**config.mk**
```make
export PLATFORM = sky130hd
export DESIGN_NAME = fft_security_monitor
export DESIGN_NICKNAME = d
export VERILOG_FILES = /design/src/rtl/fft_security_pkg.sv /design/src/rtl/fft_viol_detect.sv /design/src/rtl/fft_security_monitor.sv
export SDC_FILE = /design/constraint.sdc
export NUM_CORES = 1
export LEC_CHECK = 0
export CAP_MARGIN = 25
export CELL_PAD_IN_SITES_DETAIL_PLACEMENT = 1
export CELL_PAD_IN_SITES_GLOBAL_PLACEMENT = 2
export CORE_ASPECT_RATIO = 0.6
export CORE_MARGIN = 1.5
export CORE_UTILIZATION = 40
export CTS_BUF_LIST = sky130_fd_sc_hd__clkbuf_4
export DETAILED_ROUTE_END_ITERATION = 7
export DONT_BUFFER_PORTS = 1
export PLACE_DENSITY = 0.84
export SLEW_MARGIN = 20
export SYNTH_ARGS = -nofsm -noshare
export SYNTH_HDL_FRONTEND = slang
export SYNTH_HIERARCHICAL = 1
export SYNTH_SLANG_ARGS = --single-unit
```
**constraint.sdc**
```tcl
create_clock -name clk_i -period 4.4 [get_ports clk_i]
set_input_delay 1.1 -clock clk_i [delete_from_list [all_inputs] [get_ports clk_i]]
set_output_delay 1.1 -clock clk_i [all_outputs]
set_load 0.05 [all_outputs]
```
**src/rtl/fft_security_pkg.sv**
```systemverilog
// Shared definitions for the FFT security monitor: sequencer states,
// first-violation codes and sticky status bit positions.
package fft_security_pkg;

    typedef enum logic [1:0] {
        ST_MONITOR  = 2'd0,
        ST_FLAGGED  = 2'd1,
        ST_CLEARING = 2'd2,
        ST_LOCKED   = 2'd3
    } mon_state_t;

    localparam int NUM_VIOL = 5;

    localparam int BIT_ADDR    = 0;
    localparam int BIT_FSM     = 1;
    localparam int BIT_OVF     = 2;
    localparam int BIT_BUF_UNF = 3;
    localparam int BIT_BUF_OVF = 4;

    localparam logic [2:0] CODE_NONE    = 3'd0;
    localparam logic [2:0] CODE_ADDR    = 3'd1;
    localparam logic [2:0] CODE_FSM     = 3'd2;
    localparam logic [2:0] CODE_OVF     = 3'd3;
    localparam logic [2:0] CODE_BUF_UNF = 3'd4;
    localparam logic [2:0] CODE_BUF_OVF = 3'd5;

    // Highest-priority violation in a detection vector: addr > fsm > ovf > buf_unf > buf_ovf.
    function automatic logic [2:0] prio_code(input logic [NUM_VIOL-1:0] det);
        if (det[BIT_ADDR])    return CODE_ADDR;
        if (det[BIT_FSM])     return CODE_FSM;
        if (det[BIT_OVF])     return CODE_OVF;
        if (det[BIT_BUF_UNF]) return CODE_BUF_UNF;
        if (det[BIT_BUF_OVF]) return CODE_BUF_OVF;
        return CODE_NONE;
    endfunction

endpackage

```
**src/rtl/fft_viol_detect.sv**
```systemverilog
// Per-cycle combinational violation detection and priority encoding
// of the simultaneous detections into a single code.
module fft_viol_detect
    import fft_security_pkg::*;
#(
    parameter int                           ADDR_WIDTH   = 10,
    parameter int                           STATE_WIDTH  = 3,
    parameter logic [(1<<STATE_WIDTH)-1:0]  VALID_STATES = 8'b0011_1111
) (
    input  logic                   mem_req,
    input  logic [ADDR_WIDTH-1:0]  mem_addr,
    input  logic [ADDR_WIDTH-1:0]  mem_limit,
    input  logic [STATE_WIDTH-1:0] fsm_state,
    input  logic                   ovf,
    input  logic                   buf_rd,
    input  logic                   buf_empty,
    input  logic                   buf_wr,
    input  logic                   buf_full,
    output logic [NUM_VIOL-1:0]    det,
    output logic [2:0]             det_code,
    output logic                   det_any
);

    always_comb begin
        det                = '0;
        det[BIT_ADDR]      = mem_req && (mem_addr > mem_limit);
        det[BIT_FSM]       = !VALID_STATES[fsm_state];
        det[BIT_OVF]       = ovf;
        det[BIT_BUF_UNF]   = buf_rd && buf_empty;
        det[BIT_BUF_OVF]   = buf_wr && buf_full;
    end

    assign det_code = prio_code(det);
    assign det_any  = |det;

endmodule

```
**src/rtl/fft_security_monitor.sv**
```systemverilog
// Security monitor for an FFT engine: registers sticky violation flags,
// first-violation capture, a saturating count, and an optional lockout.
module fft_security_monitor
    import fft_security_pkg::*;
#(
    parameter int                           ADDR_WIDTH   = 10,
    parameter int                           STATE_WIDTH  = 3,
    parameter logic [(1<<STATE_WIDTH)-1:0]  VALID_STATES = 8'b0011_1111,
    parameter int                           CNT_WIDTH    = 8,
    parameter int                           LOCK_THRESH  = 4
) (
    input  logic                   clk_i,
    input  logic                   reset_i,
    input  logic                   mem_req_i,
    input  logic [ADDR_WIDTH-1:0]  mem_addr_i,
    input  logic [ADDR_WIDTH-1:0]  mem_limit_i,
    input  logic [STATE_WIDTH-1:0] fsm_state_i,
    input  logic                   ovf_i,
    input  logic                   buf_rd_i,
    input  logic                   buf_empty_i,
    input  logic                   buf_wr_i,
    input  logic                   buf_full_i,
    input  logic                   clr_req_i,
    input  logic                   lock_en_i,
    output logic [NUM_VIOL-1:0]    viol_status_o,
    output logic                   viol_irq_o,
    output logic [2:0]             first_code_o,
    output logic [ADDR_WIDTH-1:0]  first_addr_o,
    output logic [CNT_WIDTH-1:0]   viol_cnt_o,
    output logic                   lock_o,
    output logic                   clr_ack_o,
    output mon_state_t             dbg_state_o
);

    localparam logic [CNT_WIDTH-1:0] THRESH_C = CNT_WIDTH'(LOCK_THRESH);

    logic [NUM_VIOL-1:0] det;
    logic [2:0]          det_code;
    logic                det_any;

    fft_viol_detect #(
        .ADDR_WIDTH   (ADDR_WIDTH),
        .STATE_WIDTH  (STATE_WIDTH),
        .VALID_STATES (VALID_STATES)
    ) u_detect (
        .mem_req   (mem_req_i),
        .mem_addr  (mem_addr_i),
        .mem_limit (mem_limit_i),
        .fsm_state (fsm_state_i),
        .ovf       (ovf_i),
        .buf_rd    (buf_rd_i),
        .buf_empty (buf_empty_i),
        .buf_wr    (buf_wr_i),
        .buf_full  (buf_full_i),
        .det       (det),
        .det_code  (det_code),
        .det_any   (det_any)
    );

    mon_state_t          state, state_n;
    logic [NUM_VIOL-1:0] status, status_n, base_status, acc_status;
    logic [2:0]          code, code_n, base_code, acc_code;
    logic [ADDR_WIDTH-1:0] addr, addr_n, base_addr, acc_addr;
    logic [CNT_WIDTH-1:0]  cnt, cnt_n, base_cnt, acc_cnt;
    logic                irq, irq_n;
    logic                lock_hit;

    always_ff @(posedge clk_i or posedge reset_i) begin
        if (reset_i) begin
            state  <= ST_MONITOR;
            status <= '0;
            code   <= CODE_NONE;
            addr   <= '0;
            cnt    <= '0;
            irq    <= 1'b0;
        end else begin
            state  <= state_n;
            status <= status_n;
            code   <= code_n;
            addr   <= addr_n;
            cnt    <= cnt_n;
            irq    <= irq_n;
        end
    end

    // Clear handshake: clr_req_i is a level held by the requester until it
    // sees clr_ack_o; clr_ack_o is high for exactly the one CLEARING cycle,
    // during which all recorded state reads zero. A clear request wins over
    // detections in the same FLAGGED cycle unless that cycle triggers lockout.
    always_comb begin
        base_status = status;
        base_code   = code;
        base_addr   = addr;
        base_cnt    = cnt;
        // Detections seen during CLEARING are applied on top of the cleared state.
        if (state == ST_CLEARING) begin
            base_status = '0;
            base_code   = CODE_NONE;
            base_addr   = '0;
            base_cnt    = '0;
        end

        acc_status = base_status | det;
        acc_code   = base_code;
        acc_addr   = base_addr;
        if (det_any && (base_code == CODE_NONE)) begin
            acc_code = det_code;
            acc_addr = mem_addr_i;
        end
        acc_cnt = base_cnt;
        if (det_any && (base_cnt != {CNT_WIDTH{1'b1}})) begin
            acc_cnt = base_cnt + 1'b1;
        end
        lock_hit = lock_en_i && det_any && (acc_cnt >= THRESH_C);

        state_n  = state;
        status_n = acc_status;
        code_n   = acc_code;
        addr_n   = acc_addr;
        cnt_n    = acc_cnt;

        case (state)
            ST_MONITOR: begin
                if (det_any) state_n = ST_FLAGGED;
            end
            ST_FLAGGED: begin
                if (clr_req_i && !lock_hit) begin
                    state_n  = ST_CLEARING;
                    status_n = '0;
                    code_n   = CODE_NONE;
                    addr_n   = '0;
                    cnt_n    = '0;
                end
            end
            ST_CLEARING: begin
                state_n = det_any ? ST_FLAGGED : ST_MONITOR;
            end
            ST_LOCKED: begin
                state_n = ST_LOCKED;
            end
            default: begin
                state_n = ST_MONITOR;
            end
        endcase

        if (lock_hit && (state != ST_LOCKED)) state_n = ST_LOCKED;

        irq_n = (state_n != ST_MONITOR) && (status_n != '0);
    end

    assign viol_status_o = status;
    assign first_code_o  = code;
    assign first_addr_o  = addr;
    assign viol_cnt_o    = cnt;
    assign viol_irq_o    = irq;
    assign lock_o        = (state == ST_LOCKED);
    assign clr_ack_o     = (state == ST_CLEARING);
    assign dbg_state_o   = state;

endmodule

```
# == Word level (Yosys, flattened, before mapping) ==
# Memory sizes are Yosys's and may differ from the RTL's.
# Cells that the tools add are included.
# classes
n_mux,47
n_reduce_logical,17
addsub,1
n_eq_ne,5
bitwise,1
magnitude_cmp,3
# ops
op,count
$mux 3,15
$mux 10,4
$mux 8,4
$mux 1,17
$mux 5,3
$gt 10x10->1,1
$logic_and 1x1->1,10
$add 8x1->8 const B,1
$ge 8x3->1 const B,1
$ne 8x8->1 const B,1
$pmux 2 s4,1
$mux 2,3
$or 5x5->5,1
$reduce_bool 5->1,1
$reduce_or 5->1,1
$eq 2x2->1 const B,2
$lt 3x4->1 const B,1
$logic_not 3->1,1
$eq 2x1->1 const B,1
$logic_not 1->1,2
$logic_not 2->1,1
$ne 2x2->1 const B,1
$reduce_bool 2->1,1
# word_totals
output_inout_bits,31
wordCells,81
romBits,8
regBits,29
inputBits,33
mem_count,1
# mem_list
memory,depth,width,rd,rd_clocked_by_memory_dff,write_ports,line_no,rtl
(name not given),8,1,1,0,0,fft_viol_detect.sv:27,det[BIT_FSM] = !VALID_STATES[fsm_state];

# == Longest topological paths before layout ==
# Gate-level depths: netlist (run 1).
# depth
word_depth,21
ltp_mapped,12
mapped_depth_nobuf,10

# == By module ==
# The synthesis (run 1) kept the hierarchy.
# by_module_without_submodules
mod,n_inst,seq_area_each_um2,cells_per_inst,area_per_inst_um2
fft_security_monitor,1,725.7,159,1477.7
fft_viol_detect,1,0.0,52,361.6

# == Worst setup path after synthesis (run 1) ==
# No wires, ideal clock.
# synth_path
kind,input to register
startpoint,in mem_limit_i[7]
endpoint,reg state[0] (netlist: dbg_state_o[0])
t_arrival_ns,3.264
slack_ns,1.004
required_time_ns,4.267
path_buffers,2
cell_stages,12
setup_ns,0.133
cell_sequence,inv_1 ha_1 a211oi_2 nor2_1 a2111oi_0 o211ai_1 buf_4 nand4_1 o21ai_0 o311ai_1 clkbuf_1 a21oi_1
# synth_via
elab_chain_len,12
elab_cells_between_ends,16
cone_classes,order compare (2); mux (6); reduce/logical (8)
# synth_rtl
element,line_no,rtl
"start, declared",fft_security_monitor.sv:16,"input logic [ADDR_WIDTH-1:0] mem_limit_i,"
$gt 10x10->1 (*),fft_viol_detect.sv:26,det[BIT_ADDR] = mem_req && (mem_addr > mem_limit);
$logic_and 1x1->1 (*),fft_viol_detect.sv:26,
$reduce_or 5->1 (*),fft_viol_detect.sv:34,assign det_any = |det;
named net det_any,fft_security_monitor.sv:39,logic det_any;
$logic_and 1x1->1,fft_security_monitor.sv:111,if (det_any && (base_cnt != {CNT_WIDTH{1'b1}})) begin
$mux 8,fft_security_monitor.sv:111,
$ge 8x3->1,fft_security_monitor.sv:114,lock_hit = lock_en_i && det_any && (acc_cnt >= THRESH_C);
$logic_and 1x1->1,fft_security_monitor.sv:114,
$logic_not 1->1,fft_security_monitor.sv:127,if (clr_req_i && !lock_hit) begin
$logic_and 1x1->1,fft_security_monitor.sv:127,
$mux 2,fft_security_monitor.sv:127,
$pmux 2 s4,fft_security_monitor.sv:122,case (state)
$mux 2 (*),fft_security_monitor.sv:146,if (lock_hit && (state != ST_LOCKED)) state_n = ST_LOCKED;
named net state_n[0],fft_security_monitor.sv:60,"mon_state_t state, state_n;"
"end signal, assigned",fft_security_monitor.sv:77,state <= state_n;
"end, declared",fft_security_monitor.sv:60,
# The timed path passes the listed nets; every way through them passes the cells marked *.

# == Worst setup path in the final report (run 1) ==
# layout_path
startpoint,in mem_limit_i[5]
endpoint,reg irq (netlist: viol_irq_o)
# layout_via
elab_chain_len,14
elab_cells_between_ends,22
cone_classes,order compare (2); mux (8); bitwise (1); reduce/logical (11)
# layout_rtl
element,line_no,rtl
$gt 10x10->1 (*),fft_viol_detect.sv:26,
$logic_and 1x1->1 (*),fft_viol_detect.sv:26,
$reduce_or 5->1 (*),fft_viol_detect.sv:34,
named net det_any,fft_security_monitor.sv:39,
$logic_and 1x1->1,fft_security_monitor.sv:111,
$mux 8,fft_security_monitor.sv:111,
$ge 8x3->1,fft_security_monitor.sv:114,
$logic_and 1x1->1,fft_security_monitor.sv:114,
$logic_not 1->1,fft_security_monitor.sv:127,
$logic_and 1x1->1,fft_security_monitor.sv:127,
$mux 2,fft_security_monitor.sv:127,
$pmux 2 s4,fft_security_monitor.sv:122,
$mux 2,fft_security_monitor.sv:146,
$reduce_bool 2->1,fft_security_monitor.sv:148,irq_n = (state_n != ST_MONITOR) && (status_n != '0);
$logic_and 1x1->1 (*),fft_security_monitor.sv:148,
named net irq_n,fft_security_monitor.sv:65,"logic irq, irq_n;"
"end signal, assigned",fft_security_monitor.sv:82,irq <= irq_n;
"end, declared",fft_security_monitor.sv:65,
# Marks and branches as above.

==> flow_metrics.env, run 1 <==
export IMPL_grt_pass1_wl_um=8540
export IMPL_core_um2=4260
export IMPL_slowest_stage="or4_4"
export IMPL_synthTopCellsByArea="dfrtp_1, a21oi_1, ha_1"
export IMPL_start_util_pct=43.2
export IMPL_grt_total_usage_pct=22.1
export IMPL_slew_violations=0
export IMPL_insertion_delay_ps=340
export IMPL_port_buffers=0
export IMPL_crit_arrival_ps=3990
export IMPL_nets=256
export IMPL_grt_setup_unrepaired="false"
export IMPL_finalClockSkew_ps=16.5
export IMPL_postRouteAntennaNets=0
export IMPL_clock_root_buffer="clkbuf_4"
export IMPL_synth_top_family_by_area="compound AO/OA/AOI/OAI gates"
export IMPL_antenna_found_initial=0
export IMPL_hp_class="in -> async"
export IMPL_synth_seq_cells=29
export IMPL_gp_congestion=0.809
export IMPL_setup_viol=0
export IMPL_ios=64
export IMPL_power_total_mw=1.29
export IMPL_critPathKind="in -> reg"
export IMPL_vias=1644
export IMPL_synth_mux_area_share_pct=0
export IMPL_seq_area_frac_synth_pct=39.5
export IMPL_antenna_cells=0
export IMPL_die_area_um2=5030
export IMPL_synth_top_cell_area_share_pct=39.5
export IMPL_yosysWarnings=6
export IMPL_utilization_pct=46.3
export IMPL_start_kind="input port"
export IMPL_slowest_delay_ps=500
export IMPL_ir_worst_vdd_v=0.000223
export IMPL_vias_per_cell=6.00
export IMPL_area_delta_synth_final_pct=7.07
export IMPL_drt_pass1_iterations=4
export IMPL_post_route_period_util_pct=85.8
export IMPL_cts_resized=0
export IMPL_synth_cell_types=45
export IMPL_die_w_um=90.5
export IMPL_cp_required_ps=4610
export IMPL_wirelength_um=5360
export IMPL_finalSetupTns_ps=0
export IMPL_hold_viol=0
export IMPL_wl_per_cell_um=19.5
export IMPL_outcome="finished clean"
export IMPL_tightest_slew_ps=871
export IMPL_first_global_vias=1645
export IMPL_leakage_nw=0.850
export IMPL_synth_xor_area_share_pct=0.476
export IMPL_cts_buffers=5
export IMPL_cts_tree="done"
export IMPL_yosys_area_share_simple_pct=15.1
export IMPL_critical_path_top_delay_family="compound AO/OA/AOI/OAI gates"
export IMPL_syn_inst=211
export IMPL_cts_sinks=29
export IMPL_cts_setup_buffers=0
export IMPL_critPathCaptureType="flip-flop"
export IMPL_whs_ps=701
export IMPL_route_detailed_drc=0
export IMPL_gr_total_overflow=0
export IMPL_first_iter_violations=75
export IMPL_synth_compound_gate_area_share_pct=29.2
export IMPL_period_minus_slack_ps=3780
export IMPL_max_freq_mhz=265
export IMPL_htree_levels=2
export IMPL_fillers=514
export IMPL_power_per_cell_area_nw_per_um2=656
export IMPL_avgSynthCellArea_um2=8.72
export IMPL_yosysTopAreaCell="dfrtp_1"
export IMPL_cts_hold_buf=0
export IMPL_cts_path_max_buffers=2
export IMPL_max_cap_violations=0
export IMPL_drive_above_1_share_pct=10.3
export IMPL_rows=18
export IMPL_syn_nets=254
export IMPL_maxSlewHeadroom_pct=41.9
export IMPL_crit_fanout=13
export IMPL_clk_pin_slew_ps=100
export IMPL_grt_start_max_net_pins=21
export IMPL_dp_hpwl_um=4120
export IMPL_worstPathCellList="inv_1 -> ha_1 -> nand4_1 -> a211oi_1 -> a2111oi_0 -> buf_4 -> o211ai_1 -> nand4_1 -> or4_4 -> a21oi_4 -> buf_4 -> a21oi_1"
export IMPL_die_h_um=55.5
export IMPL_netlist_area_um2=1840
export IMPL_synth_adder_area_share_pct=6.80
export IMPL_critPathBufInv=3
logic make-up after synthesis:
| family | Yosys count |
|---|---|
| buf+inv | 37 |
| fa+ha+maj | 10 |
| xor+xnor | 1 |
| compound gates | 83 |
| flops | 29 |
| simple gates | 51 |
layout by cell type (no fill, tap or decap), drive strengths merged, types with 3 or more instances in the layout:
cell	synthesis	final
o21ai	7	7
nand2	9	9
nor3	3	3
and3	3	3
ha	10	10
nand4	5	5
buf	8	6
and2	6	6
inv	26	26
a21oi	45	45
dfrtp	29	29
nand2b	4	4
a22oi	3	3
clkbuf	3	5
a211oi	12	12
clkinv	0	3
nor2	12	12
final timing paths:
path,startpoint,to,slack (ps),cells past startpoint
max in group asynchronous,reset_i,viol_cnt_o[0],3200,2
max reg2reg,dbg_state_o[0],first_addr_o[0],1510,5
min,reset_i,first_addr_o[2],700,1
min in group clk_i,viol_cnt_o[1],viol_cnt_o[0],880,2
max,mem_limit_i[5],viol_irq_o,620,12
min reg2reg,viol_cnt_o[1],viol_cnt_o[0],880,2
final cells by class:
cell class              count  area (um2)  share of cell area, %
clock buffers               5        37.5                   1.91
clock inverters             3        12.5                  0.635
inverters                  26        97.6                   4.96
multi-input cells         145         956                   48.5
flip-flops and latches     29         726                   36.8
well taps                  60        75.1                   3.81
repair buffers              6        65.1                   3.30
registers in the layout, summed over array words and instances, names as in the netlist:
register and cells:
dbg_state_o 2, viol_cnt_o 8, first_code_o 3, first_addr_o 10
viol_irq_o 1, viol_status_o 5
synth_stat cells:
| cell type | count |
|---|---|
| and3_1 | 3 |
| or4_1 | 1 |
| dfrtp_1 | 29 |
| buf_4 | 2 |
| a31oi_1 | 1 |
| o21bai_1 | 1 |
| ha_1 | 10 |
| nor3_1 | 3 |
| o21a_1 | 1 |
| nand3b_1 | 1 |
| or4_4 | 1 |
| nand3_1 | 2 |
| and2_1 | 6 |
| nand2b_1 | 4 |
| nand2_1 | 8 |
| o211ai_1 | 1 |
| o21ai_0 | 7 |
| inv_1 | 26 |
| o22ai_1 | 1 |
| o31ai_1 | 2 |
| o31a_1 | 1 |
| o221a_2 | 1 |
| nor2_1 | 12 |
| clkbuf_1 | 3 |
| a21oi_4 | 1 |
| a21oi_2 | 2 |
| nor4_1 | 1 |
| a2111o_1 | 1 |
| a211oi_2 | 1 |
| a31o_2 | 1 |
| o311ai_1 | 1 |
| nand2_2 | 1 |
| a2111oi_2 | 1 |
| nand4_1 | 5 |
| a21oi_1 | 42 |
| a22oi_1 | 3 |
| and4_1 | 1 |
| buf_1 | 1 |
| a211oi_1 | 11 |
| and3b_1 | 2 |
| xor2_1 | 1 |
| buf_2 | 3 |
| a221oi_1 | 2 |
| buf_6 | 2 |
| a2111oi_0 | 1 |
power breakdown:
group	leakage [nW]	internal, mW	switching [mW]	total (mW)
Sequential	0.326	0.351	0.447	0.799
Clock	0.0300	0.0576	0.0982	0.156
Combinational	0.494	0.141	0.196	0.337
Total	0.850	0.550	0.741	1.29
metrics by stage:
step           std cells  area (um2)  setup WS [ps]
2_1_floorplan        211        1840           1000
3_3_place_gp         265        1890            451
3_5_place_dp         266        1920            352
4_1_cts              274        1970            692
5_1_grt              274        1970            446
6_report             274        1970            625
layer usage:
| layer | wire, um | GRT usage, % | part of all wire (%) |
|---|---|---|---|
| met1 | 2500 | 29.2 | 47 |
| met3 | 440 | 9.09 | 8.2 |
| met5 | 0 | 0 | 0 |
| met4 | 61 | 7.94 | 1.1 |
| met2 | 2360 | 32.3 | 44 |
Note: power is estimated with default switching activity, not from simulation.
==> inputs of run 2 (changes only) <==
--- a/config.mk
+++ b/config.mk
@@ -15,6 +15,7 @@
 export DETAILED_ROUTE_END_ITERATION = 7
 export DONT_BUFFER_PORTS = 1
 export PLACE_DENSITY = 0.84
+export SKIP_CTS_REPAIR_TIMING = 1
 export SLEW_MARGIN = 20
 export SYNTH_ARGS = -nofsm -noshare
 export SYNTH_HDL_FRONTEND = slang
==> results of run 2 <==
The final DEF is identical to that of run 1; final timing and power are the same.
